--- config.mk ---
export PLATFORM = sky130hd
export DESIGN_NAME = pa_mem_agent
export DESIGN_NICKNAME = d
export VERILOG_FILES = /design/src/rtl/pa_mem_agent.sv
export SDC_FILE = /design/constraint.sdc
export NUM_CORES = 1
export LEC_CHECK = 0
export BUFFER_PORTS_ARGS = -buffer_cell sky130_fd_sc_hd__buf_2
export CORE_UTILIZATION = 55
export CTS_CLUSTER_SIZE = 12
export DETAILED_ROUTE_END_ITERATION = 8
export PLACE_DENSITY = 0.83
export REMOVE_ABC_BUFFERS = 1
export SYNTH_ARGS = -nofsm -noshare
export SYNTH_HDL_FRONTEND = slang
export SYNTH_SLANG_ARGS = --single-unit
--- constraint.sdc ---
create_clock -name clk -period 8.93 [get_ports clk]
set_input_delay 1.786 -clock clk [delete_from_list [all_inputs] [get_ports clk]]
set_output_delay 1.786 -clock clk [all_outputs]
set_load 0.005 [all_outputs]
--- src/rtl/pa_mem_agent.sv ---
// pa_mem_agent: memory-side responder for the PA sequencer.
// Prefetches the weight stream and the data segment through a req/gnt/rvalid
// memory port into a first-word-fall-through FIFO, then sinks result writes.
// Optional feature macro: PA_AGENT_PERF_CNT_EN (enables the perf_stall counter).
//
// Handshakes: a read word transfers on every cycle where *_rd_rdy & *_rd_acq
// are both high at the clock edge; a result transfers on dst_wr_rdy &
// dst_wr_acq. On the memory side mem_req/mem_we/mem_addr/mem_wdata are held
// stable until the cycle mem_gnt is seen high.
module pa_mem_agent #(
  parameter int AW    = 32,
  parameter int DEPTH = 8
) (
  input  logic          clk,
  input  logic          rst,
  input  logic          w_load,
  input  logic          d_load,
  input  logic [AW-1:0] cfg_w_base,
  input  logic [31:0]   cfg_w_len,
  input  logic [AW-1:0] cfg_d_base,
  input  logic [31:0]   cfg_d_len,
  input  logic [AW-1:0] cfg_o_base,
  input  logic [31:0]   cfg_o_len,
  input  logic          weight_rd_acq,
  output logic          weight_rd_rdy,
  input  logic          data_rd_acq,
  output logic          data_rd_rdy,
  output logic [31:0]   rd_data,
  input  logic          dst_wr_rdy,
  input  logic [31:0]   dst_wr_data,
  output logic          dst_wr_acq,
  output logic          mem_req,
  output logic          mem_we,
  output logic [AW-1:0] mem_addr,
  output logic [31:0]   mem_wdata,
  input  logic          mem_gnt,
  input  logic          mem_rvalid,
  input  logic [31:0]   mem_rdata,
  output logic          busy,
  output logic          done,
  output logic          err,
  output logic [31:0]   perf_stall,
  output logic [1:0]    dbg_state
);

  localparam int PW = $clog2(DEPTH);
  localparam int CW = PW + 1;
  localparam logic [CW:0] DEPTH_W = (CW+1)'(DEPTH);

  typedef enum logic [1:0] {
    S_IDLE    = 2'd0,
    S_W_FETCH = 2'd1,
    S_D_FETCH = 2'd2,
    S_WB      = 2'd3
  } state_t;

  state_t        r_state;
  logic [AW-1:0] r_rd_addr, r_d_base, r_o_ptr;
  logic [31:0]   r_remain, r_d_len, r_o_len, r_wr_cnt, r_wdata;
  logic          r_wr_pend, r_done, r_err;
  logic [CW-1:0] r_count, r_outstanding;
  logic [PW-1:0] r_wptr, r_rptr;
  logic [31:0]   r_fifo [DEPTH];

  logic          w_empty, w_fetching, w_credit, w_rd_req, w_rd_gnt, w_wr_gnt;
  logic          w_push, w_pop, w_fetch_done, w_w_ok, w_d_ok, w_load_err, w_wr_take;
  logic          w_idle_or_wb;
  logic [CW:0]   w_inflight;
  logic [AW-1:0] w_nd_base;
  logic [31:0]   w_nd_len;

  assign w_empty      = (r_count == '0);
  assign w_fetching   = (r_state == S_W_FETCH) || (r_state == S_D_FETCH);
  // FIFO occupancy plus words still in flight never exceeds DEPTH, so rvalid
  // always finds a free slot.
  assign w_inflight   = {1'b0, r_count} + {1'b0, r_outstanding};
  assign w_credit     = (w_inflight < DEPTH_W);
  assign w_rd_req     = w_fetching && !r_wr_pend && (r_remain != '0) && w_credit;
  assign w_rd_gnt     = w_rd_req && mem_gnt;
  assign w_wr_gnt     = r_wr_pend && mem_gnt;
  // Returns with nothing outstanding (stale after a reset) are discarded.
  assign w_push       = mem_rvalid && (r_state != S_IDLE) && (r_outstanding != '0);
  assign w_fetch_done = (r_remain == '0) && (r_outstanding == '0) && w_empty;

  assign w_idle_or_wb = (r_state == S_IDLE) || (r_state == S_WB);
  assign w_w_ok       = w_load && w_idle_or_wb;
  assign w_d_ok       = d_load && (w_idle_or_wb || (r_state == S_W_FETCH));
  assign w_load_err   = (w_load && !w_idle_or_wb) || (d_load && !w_d_ok);
  assign w_nd_base    = w_d_ok ? cfg_d_base : r_d_base;
  assign w_nd_len     = w_d_ok ? cfg_d_len  : r_d_len;

  assign weight_rd_rdy = (r_state == S_W_FETCH) && !w_empty;
  assign data_rd_rdy   = (r_state == S_D_FETCH) && !w_empty;
  assign w_pop         = (weight_rd_rdy && weight_rd_acq) || (data_rd_rdy && data_rd_acq);
  assign rd_data       = w_empty ? '0 : r_fifo[r_rptr];

  assign dst_wr_acq = (r_state == S_WB) && !r_wr_pend && (r_wr_cnt < r_o_len);
  assign w_wr_take  = dst_wr_rdy && dst_wr_acq;

  // A pending write owns the memory port; reads wait until it is granted.
  assign mem_req   = w_rd_req || r_wr_pend;
  assign mem_we    = r_wr_pend;
  assign mem_addr  = r_wr_pend ? r_o_ptr : (w_rd_req ? r_rd_addr : '0);
  assign mem_wdata = r_wr_pend ? r_wdata : '0;

  assign busy      = (r_state != S_IDLE);
  assign done      = r_done;
  assign err       = r_err;
  assign dbg_state = r_state;

  // Phase sequencing, fetch address/remaining count and the result write port.
  always_ff @(posedge clk) begin
    if (rst) begin
      r_state   <= S_IDLE;
      r_rd_addr <= '0;
      r_remain  <= '0;
      r_d_base  <= '0;
      r_d_len   <= '0;
      r_o_len   <= '0;
      r_o_ptr   <= '0;
      r_wr_cnt  <= '0;
      r_wdata   <= '0;
      r_wr_pend <= 1'b0;
      r_done    <= 1'b0;
      r_err     <= 1'b0;
    end else begin
      r_done <= 1'b0;
      if (w_load_err) r_err <= 1'b1;
      if (w_d_ok) begin
        r_d_base <= cfg_d_base;
        r_d_len  <= cfg_d_len;
        r_o_len  <= cfg_o_len;
      end
      if (w_rd_gnt) begin
        r_rd_addr <= r_rd_addr + 1'b1;
        r_remain  <= r_remain - 1'b1;
      end
      if (w_wr_take) begin
        r_wr_pend <= 1'b1;
        r_wdata   <= dst_wr_data;
        r_wr_cnt  <= r_wr_cnt + 1'b1;
      end else if (w_wr_gnt) begin
        r_wr_pend <= 1'b0;
      end
      if (w_wr_gnt) r_o_ptr <= r_o_ptr + 1'b1;
      case (r_state)
        S_IDLE, S_WB: begin
          if (w_w_ok) begin
            r_state   <= S_W_FETCH;
            r_rd_addr <= cfg_w_base;
            r_remain  <= cfg_w_len;
            r_o_ptr   <= cfg_o_base;
          end else if (w_d_ok) begin
            r_state   <= S_D_FETCH;
            r_rd_addr <= cfg_d_base;
            r_remain  <= cfg_d_len;
          end else if ((r_state == S_WB) && (r_wr_cnt >= r_o_len) && !r_wr_pend) begin
            r_state <= S_IDLE;
            r_done  <= 1'b1;
          end
        end
        S_W_FETCH: begin
          if (w_fetch_done) begin
            r_state   <= S_D_FETCH;
            r_rd_addr <= w_nd_base;
            r_remain  <= w_nd_len;
          end
        end
        default: begin
          if (w_fetch_done) begin
            r_state  <= S_WB;
            r_wr_cnt <= '0;
          end
        end
      endcase
    end
  end

  // FIFO pointers, occupancy and outstanding-read tracking.
  always_ff @(posedge clk) begin
    if (rst) begin
      r_wptr        <= '0;
      r_rptr        <= '0;
      r_count       <= '0;
      r_outstanding <= '0;
    end else begin
      if (w_push) r_wptr <= r_wptr + 1'b1;
      if (w_pop)  r_rptr <= r_rptr + 1'b1;
      case ({w_push, w_pop})
        2'b10:   r_count <= r_count + 1'b1;
        2'b01:   r_count <= r_count - 1'b1;
        default: r_count <= r_count;
      endcase
      case ({w_rd_gnt, w_push})
        2'b10:   r_outstanding <= r_outstanding + 1'b1;
        2'b01:   r_outstanding <= r_outstanding - 1'b1;
        default: r_outstanding <= r_outstanding;
      endcase
    end
  end

  // FIFO storage; contents need no reset because rd_data is gated by empty.
  always_ff @(posedge clk) begin
    if (w_push) r_fifo[r_wptr] <= mem_rdata;
  end

`ifdef PA_AGENT_PERF_CNT_EN
  logic [31:0] r_perf;
  logic        w_stall;
  assign w_stall = (weight_rd_acq && !weight_rd_rdy) || (data_rd_acq && !data_rd_rdy);

  // Saturating count of cycles where the sequencer asks for a word that is not there.
  always_ff @(posedge clk) begin
    if (rst || w_w_ok) r_perf <= '0;
    else if (w_stall && (r_perf != 32'hFFFF_FFFF)) r_perf <= r_perf + 1'b1;
  end
  assign perf_stall = r_perf;
`else
  assign perf_stall = '0;
`endif

endmodule

==> flow_summary.json, run 1 <==
{
  "outcome": "completed",
  "initial_utilization": 0.564,
  "cts_hold_buf": 0,
  "syn_to_final_growth_pct": 15.8,
  "grt_antenna_before_repair": 26,
  "tns_ns": 0,
  "drt-total-wl_mm": 69.9,
  "crit_top_cell": "buf_4",
  "power_density_nw_per_um2": 242,
  "place_hpwl_mm": 45.3,
  "layout.nets": 3006,
  "cp-end-kind": "output port",
  "core_area_sq_um": 44600,
  "ff_latch_area_sq_um": 13300,
  "synth_top_cell_area_share": 0.306,
  "worst_pin_slew_ns": 1.26,
  "r2r-end": "r_outstanding[3]",
  "hold_viol_final": 0,
  "crit_chain": "inv_1, ha_2, buf_4, nand2b_1, a211oi_1, o41a_1, buf_4, a22o_1, buf_2",
  "vias": 20300,
  "synthCells": 2391,
  "whs_path_depth": 2,
  "dieHeight_um": 216,
  "final.min_clock_period_ns": 5.61,
  "switching_share": 0.318,
  "seqPwrFrac": 0.438,
  "htree_levels": 2,
  "slew_violations": 0,
  "drcViolationCount": 0,
  "post_cts_resized": 0,
  "crit_arrival_ns": 3.82,
  "fin_util": 0.653,
  "die_x_um": 216,
  "pin_count": 403,
  "fmax_mhz": 178,
  "synth_area_per_cell_sq_um": 10.5,
  "root_buffer": "clkbuf_16",
  "synth_area_leader_cell": "edfxtp_1",
  "min_from": "r_wdata[8]",
  "timing.rr.start": "dbg_state[0]",
  "via_per_inst": 6.06,
  "drive_gt1_frac": 0.208,
  "gp_routability_congestion": 0.884,
  "rrSetupSlack_ns": 3.94,
  "pwr-share-comb": 0.237,
  "grt_max_degree": 92,
  "clk_path_buf_depth": 3,
  "globalRouteOverflowTotal": 0,
  "synth_edf_count": 256,
  "wl_per_cell_um": 20.9,
  "row_count": 77,
  "first_pass_iters": 6,
  "cp_top_family": "buffers and inverters",
  "dominantRegCellSynth": "dfxtp_1",
  "crit_required_ns": 7.14,
  "port_buffers": 370,
  "synth.cell_area_sq_um": 25100,
  "numCtsBuffers": 56,
  "clkTransAtPathRegs_ns": 0.06,
  "finalSetupViolations": 0,
  "grt_pass1_vias": 20100,
  "path_class": "reg -> out",
  "cp-start-kind": "register",
  "p_int_uw": 4800,
  "fin_total_pwr_uw": 7040,
  "cts_sinks": 534,
  "nFillCells": 3343,
  "async_flop_share": 0,
  "drt_iter0_markers": 1870,
  "rr_worst_depth": 16,
  "ys_ff_latch": 534,
  "synthTopCellsByCount": "nand2_1, dfxtp_1, edfxtp_1",
  "multiInputGateArea_sq_um": 11000,
  "track_usage": 0.292,
  "synth_cell_types": 64,
  "vdd_drop_max_mv": 0.149,
  "hold_end": "r_wdata[8]",
  "path_buf_inv": 4,
  "die_area_sq_um": 46600,
  "worstSkewPairLatency_ns": 0.60,
  "cpMaxStageDelayCell": "a211oi_1",
  "seq_area_frac_synth": 0.527,
  "tritoncts": "built",
  "drv_cap": 0,
  "synth_warnings": 0,
  "pwr-share-clk": 0.325,
  "grt_pass1_wl_mm": 108,
  "fin_skew_ns": 0.0151,
  "relSlewSlack": 0.157,
  "hp-class": "reg -> reg",
  "rsz0062_at_grt": "no",
  "final.period_utilization": 0.628,
  "yosysMostFrequentCell": "nand2_1",
  "power.leakage_uw": 0.0108,
  "ys_top_cells_by_area": "edfxtp_1, dfxtp_1, mux4_2, a21oi_1, nand2_1",
  "post-cts-setup-buffers": 0,
  "worstPathMaxFanout": 48,
  "p_sw_uw": 2240,
  "ant_nets": 0,
  "slowest_delay_ns": 0.57,
  "cp.depth": 9
}
==> metal layers <==
metal | track usage | vias up | wire (um)
li1 | - | 9274 | -
met1 | 0.345 | 9712 | 25500
met2 | 0.514 | 1080 | 35500
met3 | 0.0607 | 199 | 6180
met4 | 0.124 | 8 | 2640
met5 | 0 | - | 45
==> power groups by stage <==
stage / registers, uW / clock network (uW) / logic, uW
after floorplan: 3050 / 0 / 1080
after global placement: 3100 / 0 / 1580
after detailed placement: 3110 / 0 / 1630
after CTS: 3070 / 2320 / 1640
after global routing: 3110 / 2400 / 1800
final: 3080 / 2290 / 1670
==> worst max path at each step <==
stage | start | to | slack, ns
2_1_floorplan | d_load | r_rd_addr[28] | 1.90
3_3_place_gp | d_load | r_rd_addr[21] | 3.95
3_5_place_dp | d_load | r_rd_addr[21] | 3.87
4_1_cts | dbg_state[0] | mem_addr[8] | 3.40
5_1_grt | dbg_state[0] | mem_addr[4] | 3.20
6_report | dbg_state[0] | mem_addr[7] | 3.32
==> cell families (layout without fill, tap and decap cells) <==
logic type	count (synthesis)	in the layout	synth area share
flops	534	534	0.527
fa+ha+maj	54	54	0.0275
xor+xnor	98	98	0.0341
mux	158	158	0.0947
other cells	1	55	0.000149
compound gates	508	508	0.126
buf+inv	251	558	0.0442
simple gates	787	787	0.146
==> through the flow <==
step	worst slack, ns	cells	hold WS (ns)	instance area, sq um
4_1_cts	3.40	3321	0.451	29100
2_1_floorplan	1.90	2233	0.426	24400
3_5_place_dp	3.87	3221	0.443	27300
3_3_place_gp	3.95	3221	0.437	27300
6_report	3.32	3344	0.452	29100
5_1_grt	3.20	3339	0.469	29100
==> sequential cells by signal (all words and copies together) (netlist names), named ones only <==
| name | count |
|---|---|
| r_fifo | 256 |
| r_d_base | 32 |
| r_d_len | 32 |
| r_o_len | 32 |
| r_o_ptr | 32 |
| r_rd_addr | 32 |
| r_remain | 32 |
| r_wdata | 32 |
| r_wr_cnt | 32 |
| r_count | 4 |
| r_outstanding | 4 |
| r_rptr | 3 |
| r_wptr | 3 |
| dbg_state | 2 |
| done | 1 |
| err | 1 |
| mem_we | 1 |
==> worst register-to-register path, cell delays in order, from the launching register on <==
cell and delay [ns]:
dfxtp_1 0.47, inv_1 0.13, ha_2 0.33, buf_4 0.51
nand2b_1 0.15, a211oi_1 0.57, o41a_1 0.26, buf_4 0.40
and2_1 0.46, inv_2 0.18, ha_1 0.27, ha_1 0.28
a21o_1 0.18, a21oi_1 0.17, xnor2_1 0.11, or3_1 0.32
a21oi_1 0.15
==> placed cells by master (no fill, tap or decap), drive strengths merged, types with 30 or more instances in the layout <==
cell	n
nand4	30
and3	33
mux4	64
conb	32
xor2	42
o21ai	46
and2	40
clkbuf	82
xnor2	56
o22ai	58
mux2i	94
ha	52
o22a	56
buf	396
dfxtp	278
a21oi	237
nand3	36
nand2	317
edfxtp	256
inv	63
nor2	197
==> final cells by class <==
| cell class | instances | share of cell area |
|---|---|---|
| Clock buffer | 82 | 0.0546 |
| Timing Repair Buffer | 396 | 0.0706 |
| Clock inverter | 18 | 0.00692 |
| Inverter | 62 | 0.00799 |
| Antenna cell | 23 | 0.00198 |
| Tap cell | 592 | 0.0254 |
| Multi-Input combinational cell | 1637 | 0.377 |
| Sequential cell | 534 | 0.455 |
(Power assumes the default switching activity.)
==> run 2, diff against run 1 <==
==> constraint.sdc (replaced) <==
create_clock -name clk -period 5.31 [get_ports clk]
set_input_delay 1.062 -clock clk [delete_from_list [all_inputs] [get_ports clk]]
set_output_delay 1.062 -clock clk [all_outputs]
set_load 0.005 [all_outputs]
==> run 2 against run 1 <==
Critical path depth down 4. Highest routed layer unchanged. Largest power group unchanged. Utilization shrank 0.16 points. Sequential power rose by 69%.
==> flow_summary.json, run 2 (synthesis results as in run 1) <==
{
  "outcome": "completed",
  "grt_util_met1": 0.343,
  "place_hpwl_mm": 45.6,
  "row_count": 77,
  "crit_chain": "or4_1, or4b_4, o41ai_4, o21ai_0, buf_2",
  "dpl_cell_area_sq_um": 27300,
  "ant_nets": 0,
  "fin_skew_ns": 0.0338,
  "cp-start-kind": "register",
  "first_pass_iters": 5,
  "slew_violations": 0,
  "ff_latch_area_sq_um": 13300,
  "grt_max_degree": 115,
  "drt-total-wl_mm": 68.9,
  "post-cts-setup-buffers": 0,
  "clk_path_buf_depth": 3,
  "grt_pass1_wl_mm": 106,
  "gp_routability_congestion": 0.930,
  "rsz0062_at_grt": "no",
  "nFillCells": 3377,
  "use_met3": 0.0640,
  "pin_count": 403,
  "crit_arrival_ns": 3.57,
  "hold_end": "r_wdata[1]",
  "fmax_mhz": 216,
  "power.leakage_uw": 0.0107,
  "seqPwrFrac": 0.446,
  "rr_worst_depth": 14,
  "power_density_nw_per_um2": 400,
  "cpMaxStageDelayCell": "o41ai_4",
  "fin_total_pwr_uw": 11600,
  "root_buffer": "clkbuf_16",
  "final.min_clock_period_ns": 4.64,
  "tns_ns": 0,
  "numCtsBuffers": 55,
  "slowest_delay_ns": 0.96,
  "via_per_inst": 6.03,
  "whs_path_depth": 2,
  "clkTransAtPathRegs_ns": 0.06,
  "whs_ns": 0.452,
  "vdd_drop_max_mv": 0.285,
  "finalSetupViolations": 0,
  "crit_required_ns": 4.25,
  "drv_cap": 0,
  "wl_per_cell_um": 20.6,
  "met2_usage": 0.498,
  "final_cell_mix": "buf_2, nand2_1, dfxtp_1, edfxtp_1, a21oi_1",
  "rrSetupSlack_ns": 1.22,
  "worstPathMaxFanout": 12,
  "final.period_utilization": 0.873,
  "cp-end-kind": "output port",
  "relSlewSlack": 0.214,
  "largest_reg_flops": 256,
  "p_int_uw": 7920,
  "min_from": "r_wdata[1]",
  "track_usage": 0.289,
  "cts_sinks": 534,
  "switching_share": 0.320,
  "core_area_sq_um": 44600,
  "final_common_cell": "buf_2",
  "syn_to_final_growth_pct": 15.6,
  "hold_viol_final": 0,
  "tritoncts": "built",
  "grt_pass1_vias": 20000,
  "initial_utilization": 0.564,
  "fin_area_sq_um": 29100,
  "cts_hold_buf": 0,
  "multiInputGateArea_sq_um": 11000,
  "cp_top_family": "simple AND/OR/NAND/NOR gates",
  "path_buf_inv": 1,
  "dieHeight_um": 216,
  "drcViolationCount": 0,
  "regMostFlops": "r_fifo",
  "globalRouteOverflowTotal": 0,
  "die_area_sq_um": 46600,
  "hp-class": "reg -> reg",
  "htree_levels": 2,
  "grt_antenna_before_repair": 33,
  "worstSkewPairLatency_ns": 0.62,
  "post_cts_resized": 0,
  "pwr-share-comb": 0.237,
  "drive_gt1_frac": 0.208,
  "timing.rr.start": "dbg_state[0]",
  "drt_iter0_markers": 1634,
  "layout.nets": 3007,
  "p_sw_uw": 3720,
  "busiest_layer": "met2",
  "vias": 20100,
  "path_class": "reg -> out",
  "die_x_um": 216,
  "pwr-share-clk": 0.317,
  "worst_pin_slew_ns": 1.18,
  "port_buffers": 370,
  "r2r-end": "r_outstanding[3]"
}
run 2: cell count changes in the layout (fill, tap and decap cells not counted), sizes merged:
cell,change
buf,+2
bufinv,-2
clkbuf,-6
clkinv,-1
clkinvlp,-1
diode,+2
inv,+2
run 2: metal layers:
metal	wire, um	share of wire
met3	5560	0.081
met4	2800	0.041
met5	80	0.0012
met1	26400	0.38
met2	34100	0.49
run 2: power groups by stage:
stage | clock, uW | sequential [uW] | combinational (uW)
floorplan | 0 | 5130 | 1820
global placement | 0 | 5230 | 2610
detailed placement | 0 | 5250 | 2690
CTS | 3730 | 5170 | 2720
global route | 3890 | 5230 | 3000
finish | 3680 | 5190 | 2760
run 2: stage by stage:
step                      cells  utilization  worst slack, ns
after global placement     3223        0.612             1.39
final                      3340        0.651            0.675
after floorplan            2233            -           -0.993
after detailed placement   3223        0.612             1.30
after global routing       3336        0.651            0.578
after CTS                  3315        0.650            0.707
run 2: worst max-delay path by stage:
stage	startpoint	end	slack, ns	cells past startpoint
after floorplan	d_load	r_rd_addr[28]	-0.99	5
after global placement	dbg_state[0]	r_outstanding[3]	1.39	14
after detailed placement	dbg_state[0]	r_outstanding[3]	1.30	14
after CTS	r_remain[20]	mem_addr[6]	0.71	5
after global routing	r_remain[20]	mem_addr[6]	0.58	5
final	r_remain[21]	mem_addr[6]	0.67	5
run 2: cell type report:
| class | instances | area share |
|---|---|---|
| antenna | 25 | 0.00215 |
| timing repair buffer | 398 | 0.0717 |
| tap | 592 | 0.0255 |
| multi-input combinational | 1637 | 0.378 |
| clock inverter | 16 | 0.00551 |
| inverter | 62 | 0.00801 |
| sequential | 534 | 0.456 |
| clock buffer | 76 | 0.0525 |
run 2: worst reg2reg max path, delay by kind of cell (launching register included):
family | cells | cell delay, ns
simple gates | 3 | 0.80
buf+inv | 2 | 0.26
xor+xnor | 1 | 0.09
compound gates | 5 | 1.22
flops | 1 | 0.44
fa+ha+maj | 3 | 1.20
